===== src/rtl/div3_seq.sv =====
// Sequential unsigned divide-by-3: one radix-2 restoring step per clock, MSB first,
// valid/ready on both sides. Define DIV3_ROUND_EN for a round-to-nearest quotient.
module div3_seq #(
    parameter int IN_W = 10
) (
    input  logic            clk,
    input  logic            reset,
    input  logic            in_valid,
    output logic            in_ready,
    input  logic [IN_W-1:0] in_data,
    output logic            out_valid,
    input  logic            out_ready,
    output logic [IN_W-1:0] quot,
    output logic [1:0]      rem
);

    localparam int CNT_W = (IN_W > 2) ? $clog2(IN_W) : 1;
    localparam logic [CNT_W-1:0] CNT_LAST = CNT_W'(IN_W - 1);
    localparam logic [CNT_W-1:0] CNT_ZERO = '0;
    localparam logic [CNT_W-1:0] CNT_ONE  = CNT_W'(1);

    typedef enum logic [1:0] {
        ST_IDLE = 2'd0,
        ST_BUSY = 2'd1,
        ST_DONE = 2'd2
    } state_t;

    // One restoring step: returns {q_bit, next_remainder}; t never exceeds 5.
    function automatic logic [2:0] div3_step(input logic [1:0] r, input logic b);
        logic [2:0] t;
        logic [2:0] d;
        t = {r, b};
        d = t - 3'd3;
        if (t >= 3'd3) begin
            return {1'b1, d[1:0]};
        end else begin
            return {1'b0, t[1:0]};
        end
    endfunction

    state_t            state_r;
    logic [IN_W-1:0]   dvd_r;      // dividend bits shift out, quotient bits shift in
    logic [1:0]        r_r;
    logic [CNT_W-1:0]  count_r;
    logic [IN_W-1:0]   quot_r;
    logic [1:0]        rem_r;
    logic              in_ready_r;
    logic              out_valid_r;
    logic [2:0]        step_s;
    logic [IN_W-1:0]   shifted_s;

    // Current restoring step applied to the partial remainder and dividend MSB.
    always_comb begin
        step_s    = div3_step(r_r, dvd_r[IN_W-1]);
        shifted_s = {dvd_r[IN_W-2:0], step_s[2]};
    end

    // Handshake FSM and datapath registers.
    always_ff @(posedge clk or posedge reset) begin
        if (reset) begin
            state_r     <= ST_IDLE;
            dvd_r       <= '0;
            r_r         <= 2'd0;
            count_r     <= CNT_ZERO;
            quot_r      <= '0;
            rem_r       <= 2'd0;
            in_ready_r  <= 1'b1;
            out_valid_r <= 1'b0;
        end else begin
            case (state_r)
                ST_IDLE: begin
                    if (in_valid && in_ready_r) begin
                        dvd_r      <= in_data;
                        r_r        <= 2'd0;
                        count_r    <= CNT_LAST;
                        in_ready_r <= 1'b0;
                        state_r    <= ST_BUSY;
                    end else begin
                        state_r    <= ST_IDLE;
                    end
                end
                ST_BUSY: begin
                    dvd_r <= shifted_s;
                    r_r   <= step_s[1:0];
                    if (count_r == CNT_ZERO) begin
                        quot_r      <= shifted_s;
                        rem_r       <= step_s[1:0];
                        out_valid_r <= 1'b1;
                        state_r     <= ST_DONE;
                    end else begin
                        count_r <= count_r - CNT_ONE;
                        state_r <= ST_BUSY;
                    end
                end
                ST_DONE: begin
                    if (out_ready) begin
                        out_valid_r <= 1'b0;
                        in_ready_r  <= 1'b1;
                        state_r     <= ST_IDLE;
                    end else begin
                        state_r     <= ST_DONE;
                    end
                end
                default: begin
                    state_r     <= ST_IDLE;
                    in_ready_r  <= 1'b1;
                    out_valid_r <= 1'b0;
                end
            endcase
        end
    end

    assign in_ready  = in_ready_r;
    assign out_valid = out_valid_r;
    assign rem       = rem_r;

`ifdef DIV3_ROUND_EN
    // A remainder of 2 means dividend/3 is closer to the next integer.
    assign quot = quot_r + {{(IN_W-1){1'b0}}, (rem_r == 2'd2)};
`else
    assign quot = quot_r;
`endif

endmodule


===== config.mk =====
export PLATFORM = sky130hd
export DESIGN_NAME = div3_seq
export DESIGN_NICKNAME = d
export VERILOG_FILES = /design/src/rtl/div3_seq.sv
export SDC_FILE = /design/constraint.sdc
export NUM_CORES = 1
export LEC_CHECK = 0
export ABC_AREA = 1
export CAP_MARGIN = 20
export CORE_MARGIN = 2
export CORE_UTILIZATION = 46
export DETAILED_ROUTE_END_ITERATION = 12
export PLACE_DENSITY = 0.74
export SLEW_MARGIN = 10
export SYNTH_ARGS = -nofsm -noshare
export SYNTH_HDL_FRONTEND = slang
export SYNTH_SLANG_ARGS = --single-unit
export TNS_END_PERCENT = 1

===== constraint.sdc =====
create_clock -name clk -period 1.5 [get_ports clk]
set_clock_uncertainty 0.1 [all_clocks]
set_input_delay 0.3 -clock clk [delete_from_list [all_inputs] [get_ports clk]]
set_output_delay 0.3 -clock clk [all_outputs]
set_load 0.01 [all_outputs]

==> summary.txt, run 1 <==
Pwr
  • Worst vdd rail ir drop: 1110 uV
  • PwrDens: 2130 mW/mm^2
  • Leakage power: 1.00 nW
  • Total power: 4.12 mW

Place
  • Dpl ws: -0.0432 ns
  • GPL Wtd Cong: 0.751
  • HPWL after DPL: 2280 um
  • Cells after DPL: 245
  • Port-buffer cells: 27
  • Placed inst area: 0.00188 sq mm

Global routing
  • Total gr overflow: 0
  • Largest net degree at the start of global routing: 33
  • Total GRT Usage: 19.1%
  • Initial antenna violation count: 0
  • Number of global-route vias before repair: 1181
  • Global-route wire length before repair: 5100 um

Critical path
  • Crit path max-delay family: flip-flops
  • Nature of the critical path endpoint: primary output
  • Slowest stage delay, CP: 0.41 ns
  • Worst path bufs/invs: 1
  • Max Fanout on Critical Path: 2
  • Worst r2r src: count_r[1]$_DFFE_PP0P_
  • Worst-path cell chain: dlygate4sd2_1
  • Worst R2R Path Depth: 7
  • Slowest-stage cell, CP: dfrtp_1
  • Worst EP arrival: 1.03 ns
  • Reg2Reg Setup Slack: 0.10 ns
  • CP Launch Point: quot[7]$_DFFE_PP0P_
  • Crit path capture: quot[7]
  • Startpoint types: flop
  • Crit path kind: flop to primary output
  • FF-to-FF End: quot[1]$_DFFE_PP0P_
  • WP data required: 1.10 ns
  • Crit path depth: 1

Route
  • Initial drt markers: 37
  • Routed WL: 3070 um
  • Vias: 1214
  • # DRC: 0
  • 1st-pass router iterations: 4
  • Vias per inst: 4.80
  • Antenna Violating Nets Remaining: 0
  • WL/cell: 12.2 um

Timing
  • Post-layout minimum cycle time: 1.43 ns
  • Final setup fails: 0
  • Pins Over Slew Limit: 0
  • Achievable Freq: 0.698 GHz
  • Worst slew margin: 84.3%
  • Unrepaired setup endpoints after global routing: no
  • Worst-Margin Slew: 0.233 ns
  • Final hold vios: 0
  • Setup WS post-layout: 0.0675 ns
  • Part of the cycle the worst path needs: 95.5%

Synth
  • Yosys warns: 0
  • Distinct cells, synth: 24
  • #FFs+latches synth: 32
  • Syn Area/Cell: 8.81 sq um
  • Synth Cell Area: 0.00153 sq mm
  • Post-Syn Instances: 174
  • Seq/Total Area, Yosys: 52.3%
  • Mapped Nets: 190

Floorplan
  • Vert. Die Dim: 61.7 um
  • Core footprint: 0.00310 sq mm
  • I/O pins: 28
  • Rows: 20
  • Effective utilization at floorplan: 49.4%
  • Die ar.: 0.00381 sq mm
  • Die width: 61.7 um

CTS
  • CTS H-tree depth: 2
  • TritonCTS clock tree: done
  • Hold-fix buffers, CTS: 0
  • Clk root buf: clkbuf_4
  • TritonCTS Buffers: 5
  • CTS clk-pin slew, worst paths: 0.11 ns
  • CTS Buffer Depth: 2
  • Clock Sinks: 32
  • Insertion delay to the later sink of the worst-skew pair: 0.34 ns

Final layout
  • Final Cell Area: 0.00193 sq mm
  • Register area: 802 sq um
  • Most common cell after layout, fill and taps aside: nand2_1
  • Share of cells above drive strength 1: 22.0%
  • Fin cells: 253
  • Inserted Diodes: 0
  • Synth-to-Final Area Change: 26.0%
  • Multi-input logic area: 599 sq um
  • Fin nets: 224
  • Most frequent cells in the layout: 50 x nand2_1, 31 x dfrtp_1, 20 x inv_1, 17 x o21ai_0, 13 x clkdlybuf4s50_1
  • Number of fill cells: 294

Min path
  • Hold WC Path Type: input port to asynchronous set/reset pin

Status
  • Status: finished, final reports clean

Flow run
  • Max Cap Viol: 0
-- power breakdown --
part           leakage, nW  switching [mW]  internal, mW  total, mW
Combinational        0.564            1.27         0.853       2.13
Clock               0.0349           0.308         0.180      0.488
Sequential           0.402           0.225          1.28       1.51
Total                 1.00            1.81          2.31       4.12
-- cell usage after synthesis (all sizes together) --
library cell / instances / area (sq um)
nand3: 8 / 45.0
o21ai: 32 / 198
inv: 25 / 96.4
xor2: 1 / 8.76
o21a: 1 / 7.51
clkbuf: 2 / 8.75
ha: 2 / 25.0
a21boi: 1 / 7.51
buf: 4 / 38.8
dfrtp: 31 / 776
o31ai: 1 / 7.51
or2: 1 / 6.26
nor2: 4 / 31.3
nand2: 60 / 250
dfstp: 1 / 26.3
-- area by class of cell --
type | count | area share (%)
clock inverters | 3 | 0.972
flip-flops and latches | 32 | 41.5
inverters | 25 | 5.12
well taps | 44 | 2.85
clock buffers | 5 | 1.94
repair buffers | 33 | 16.6
multi-input cells | 111 | 31.0
-- per-stage QoR --
step                      util [%]  TNS (ns)  hold slack, ns
final                         62.3         0           0.202
after global routing          62.3         0           0.214
after CTS                     62.0         0           0.202
after detailed placement      60.6   -0.0885           0.367
after global placement        60.6   -0.0121           0.359
after floorplan                  -         0           0.286
-- what timing repair did --
action	CTS	global route
buffers inserted	0	0
endpoints found under the setup margin	16	16
gates resized for setup	18	5
-- flip-flops by register name, indices dropped and copies added (netlist names) --
register	flops
dvd_r	10
state_r	2
quot	10
out_valid	1
rem	2
r_r	2
in_ready	1
count_r	4
-- layer usage --
layer	part of all wire, %	GRT usage [%]
met1	42	21.3
met2	52	33.4
met3	4.4	6.42
met4	2.0	8.21
met5	0	0
-- cells by family after synthesis --
family	share of synthesized area, %
buffers and inverters	9.39
AO/OA/AOI/OAI	14.4
AND/OR/NAND/NOR	21.7
adder cells (fa/ha/maj)	1.63
flip-flops	52.3
XOR/XNOR	0.572
-- how the worst min path moves through the flow --
stage / start / to / slack [ns] / cells after the start
2_1_floorplan: out_ready / state_r[1]$_DFF_PP0_ / 0.29 / 1
3_3_place_gp: r_r[1]$_DFFE_PP0P_ / r_r[1]$_DFFE_PP0P_ / 0.36 / 2
3_5_place_dp: quot[0]$_DFFE_PP0P_ / quot[0]$_DFFE_PP0P_ / 0.37 / 2
4_1_cts: reset / dvd_r[7]$_DFFE_PP0P_ / 0.20 / 3
5_1_grt: reset / dvd_r[9]$_DFFE_PP0P_ / 0.21 / 3
6_report: reset / dvd_r[9]$_DFFE_PP0P_ / 0.20 / 3
Power figures use the tool's default switching activity.
==> run 2, diff against run 1 <==
--- a/config.mk
+++ b/config.mk
@@ -8,9 +8,9 @@
 export ABC_AREA = 1
 export CAP_MARGIN = 20
 export CORE_MARGIN = 2
-export CORE_UTILIZATION = 46
+export CORE_UTILIZATION = 38
 export DETAILED_ROUTE_END_ITERATION = 12
-export PLACE_DENSITY = 0.74
+export PLACE_DENSITY = 0.63
 export SLEW_MARGIN = 10
 export SYNTH_ARGS = -nofsm -noshare
 export SYNTH_HDL_FRONTEND = slang
==> run 2 against run 1 <==
Compared with the run above:
- final area increased by 3.9%
- hold slack got worse by 0.035 ns
- setup slack got worse by 0.018 ns
- power is 6.1% higher
- clock-buffer cell count rose by 1
- core utilization is 11 points lower
- critical path type unchanged
- critical endpoint is now in_ready
- largest power group unchanged
==> summary.txt, run 2 (synthesis results as in run 1) <==
Global routing
  • Global-route wire length before repair: 4920 um (-3.5%)
  • Total gr overflow: 0 (unchanged)
  • Largest net degree at the start of global routing: 24 (-27%)
  • Number of global-route vias before repair: 1090 (-7.7%)
  • Initial antenna violation count: 0 (unchanged)
  • Total GRT Usage: 15.3% (-3.8 points)

Timing
  • Worst slew margin: 77.2% (-7.1 points)
  • Final setup fails: 0 (unchanged)
  • Achievable Freq: 0.689 GHz (-1.2%)
  • Hold_ws: 0.167 ns (-0.0347 ns)
  • Post-layout minimum cycle time: 1.45 ns (+0.0181 ns)
  • Part of the cycle the worst path needs: 96.7% (+1.2 points)
  • Final hold vios: 0 (unchanged)
  • Worst-Margin Slew: 0.342 ns (+0.108 ns)
  • Pins Over Slew Limit: 0 (unchanged)

Final layout
  • Inserted Diodes: 0 (unchanged)
  • Share of cells above drive strength 1: 21.1% (-0.88 points)
  • Final Cell Area: 0.00201 sq mm (+3.9%)
  • Most frequent cells in the layout: 50 x nand2_1, 31 x dfrtp_1, 21 x inv_1, 17 x o21ai_0
  • Fin nets: 228 (+1.8%)
  • Number of fill cells: 380 (+29%)
  • Most common cell after layout, fill and taps aside: nand2_1
  • Fin cells: 263 (+4.0%)
  • Synth-to-Final Area Change: 30.9%

Place
  • HPWL after DPL: 2090 um (-8.1%)
  • GPL Wtd Cong: 0.726 (-3.3%)
  • Cells after DPL: 255 (+4.1%)
  • Placed inst area: 0.00191 sq mm (+1.3%)
  • Port-buffer cells: 27 (unchanged)

CTS
  • CTS H-tree depth: 2 (unchanged)
  • Insertion delay to the later sink of the worst-skew pair: 0.29 ns (-0.05 ns)
  • CTS clk-pin slew, worst paths: 0.07 ns (-0.04 ns)
  • Post-CTS Setup Bufs: 0 (unchanged)
  • Clock Sinks: 32 (unchanged)
  • TritonCTS clock tree: done
  • Hold-fix buffers, CTS: 0 (unchanged)
  • Clk root buf: clkbuf_8
  • TritonCTS Buffers: 5 (unchanged)
  • CTS Buffer Depth: 2 (unchanged)

Pwr
  • PwrDens: 2180 mW/mm^2 (+2.1%)
  • Worst vdd rail ir drop: 1010 uV (-8.9%)
  • Leakage power: 1.04 nW (+4.0%)
  • Total power: 4.37 mW (+6.1%)

Route
  • # DRC: 0 (unchanged)
  • WL/cell: 10.9 um (-10%)
  • Antenna Violating Nets Remaining: 0 (unchanged)
  • Vias per inst: 4.49 (-6.3%)
  • 1st-pass router iterations: 4 (unchanged)
  • Routed WL: 2870 um (-6.6%)
  • Initial drt markers: 71 (+92%)
  • Vias: 1182 (-2.6%)

Floorplan
  • Die ar.: 0.00456 sq mm (+20%)
  • Die width: 67.5 um (+9.4%)
  • Vert. Die Dim: 67.5 um (+9.4%)
  • Core footprint: 0.00394 sq mm (+27%)
  • Rows: 23 (+15%)
  • I/O pins: 28 (unchanged)
  • Effective utilization at floorplan: 38.9% (-11 points)

Critical path
  • Startpoint types: flop
  • Slowest-stage cell, CP: dfstp_2
  • Slowest stage delay, CP: 0.54 ns (+0.13 ns)
  • Max Fanout on Critical Path: 3 (+1)
  • Crit path kind: flop to primary output
  • Worst-path cell chain: clkdlybuf4s15_1
  • Worst EP arrival: 1.05 ns (+0.02 ns)
  • WP data required: 1.10 ns (about the same)
  • Crit path max-delay family: flip-flops
  • Worst path bufs/invs: 1 (unchanged)
  • Nature of the critical path endpoint: primary output

Flow run
  • Max Cap Viol: 0 (unchanged)

Status
  • Status: finished, final reports clean

Min path
  • Hold WC Path Type: input port to asynchronous set/reset pin
[run 2: repair_timing]
action                     4_1_cts  5_1_grt
gates cloned                     0        0
resized for setup               14        3
setup endpoints to repair       14       14
[run 2: worst paths after layout]
path	startpoint	endpoint	slack (ns)	cells past startpoint
hold reg to reg	rem[1]$_DFFE_PP0P_	rem[1]$_DFFE_PP0P_	0.37	2
max in group asynchronous	reset	count_r[1]$_DFFE_PP0P_	0.73	3
setup reg to reg	count_r[0]$_DFFE_PP0P_	quot[0]$_DFFE_PP0P_	0.11	7
setup / recovery	in_ready$_DFFE_PP1P_	in_ready	0.05	1
min in group clk	rem[1]$_DFFE_PP0P_	rem[1]$_DFFE_PP0P_	0.37	2
hold / removal	reset	quot[3]$_DFFE_PP0P_	0.17	2
[run 2: per-layer routing]
layer	vias to the layer above	share of wire (%)	GRT usage, %
met5	-	0	0
met4	0	2.5	9.18
met3	5	4.7	6.50
met2	20	46	22.8
met1	541	47	18.3
li1	616	-	-
[run 2: layout make-up]
type                            instances  area [sq um]  share of cell area (%)
Timing Repair Buffer                   37           342                    17.0
Inverter                               25          98.8                    4.93
Sequential cell                        32           802                    40.0
Clock inverter                          2          35.0                    1.75
Tap cell                               50          62.6                    3.12
Clock buffer                            6          72.6                    3.62
Multi-Input combinational cell        111           594                    29.6
[run 2: through the flow]
step,setup WS (ns),util [%],TNS [ns]
floorplan,0.0737,-,0
global placement,0.0143,48.3,0
detailed placement,-0.000713,48.3,-0.000713
CTS,0.00338,50.6,0
global route,-0.00144,50.9,-0.00158
finish,0.0495,50.9,0
[run 2: power breakdown]
part           total, mW  switching, mW  internal, mW
Sequential          1.50          0.216          1.28
Combinational       2.06           1.21         0.845
Clock              0.811          0.318         0.492
Total               4.37           1.75          2.62
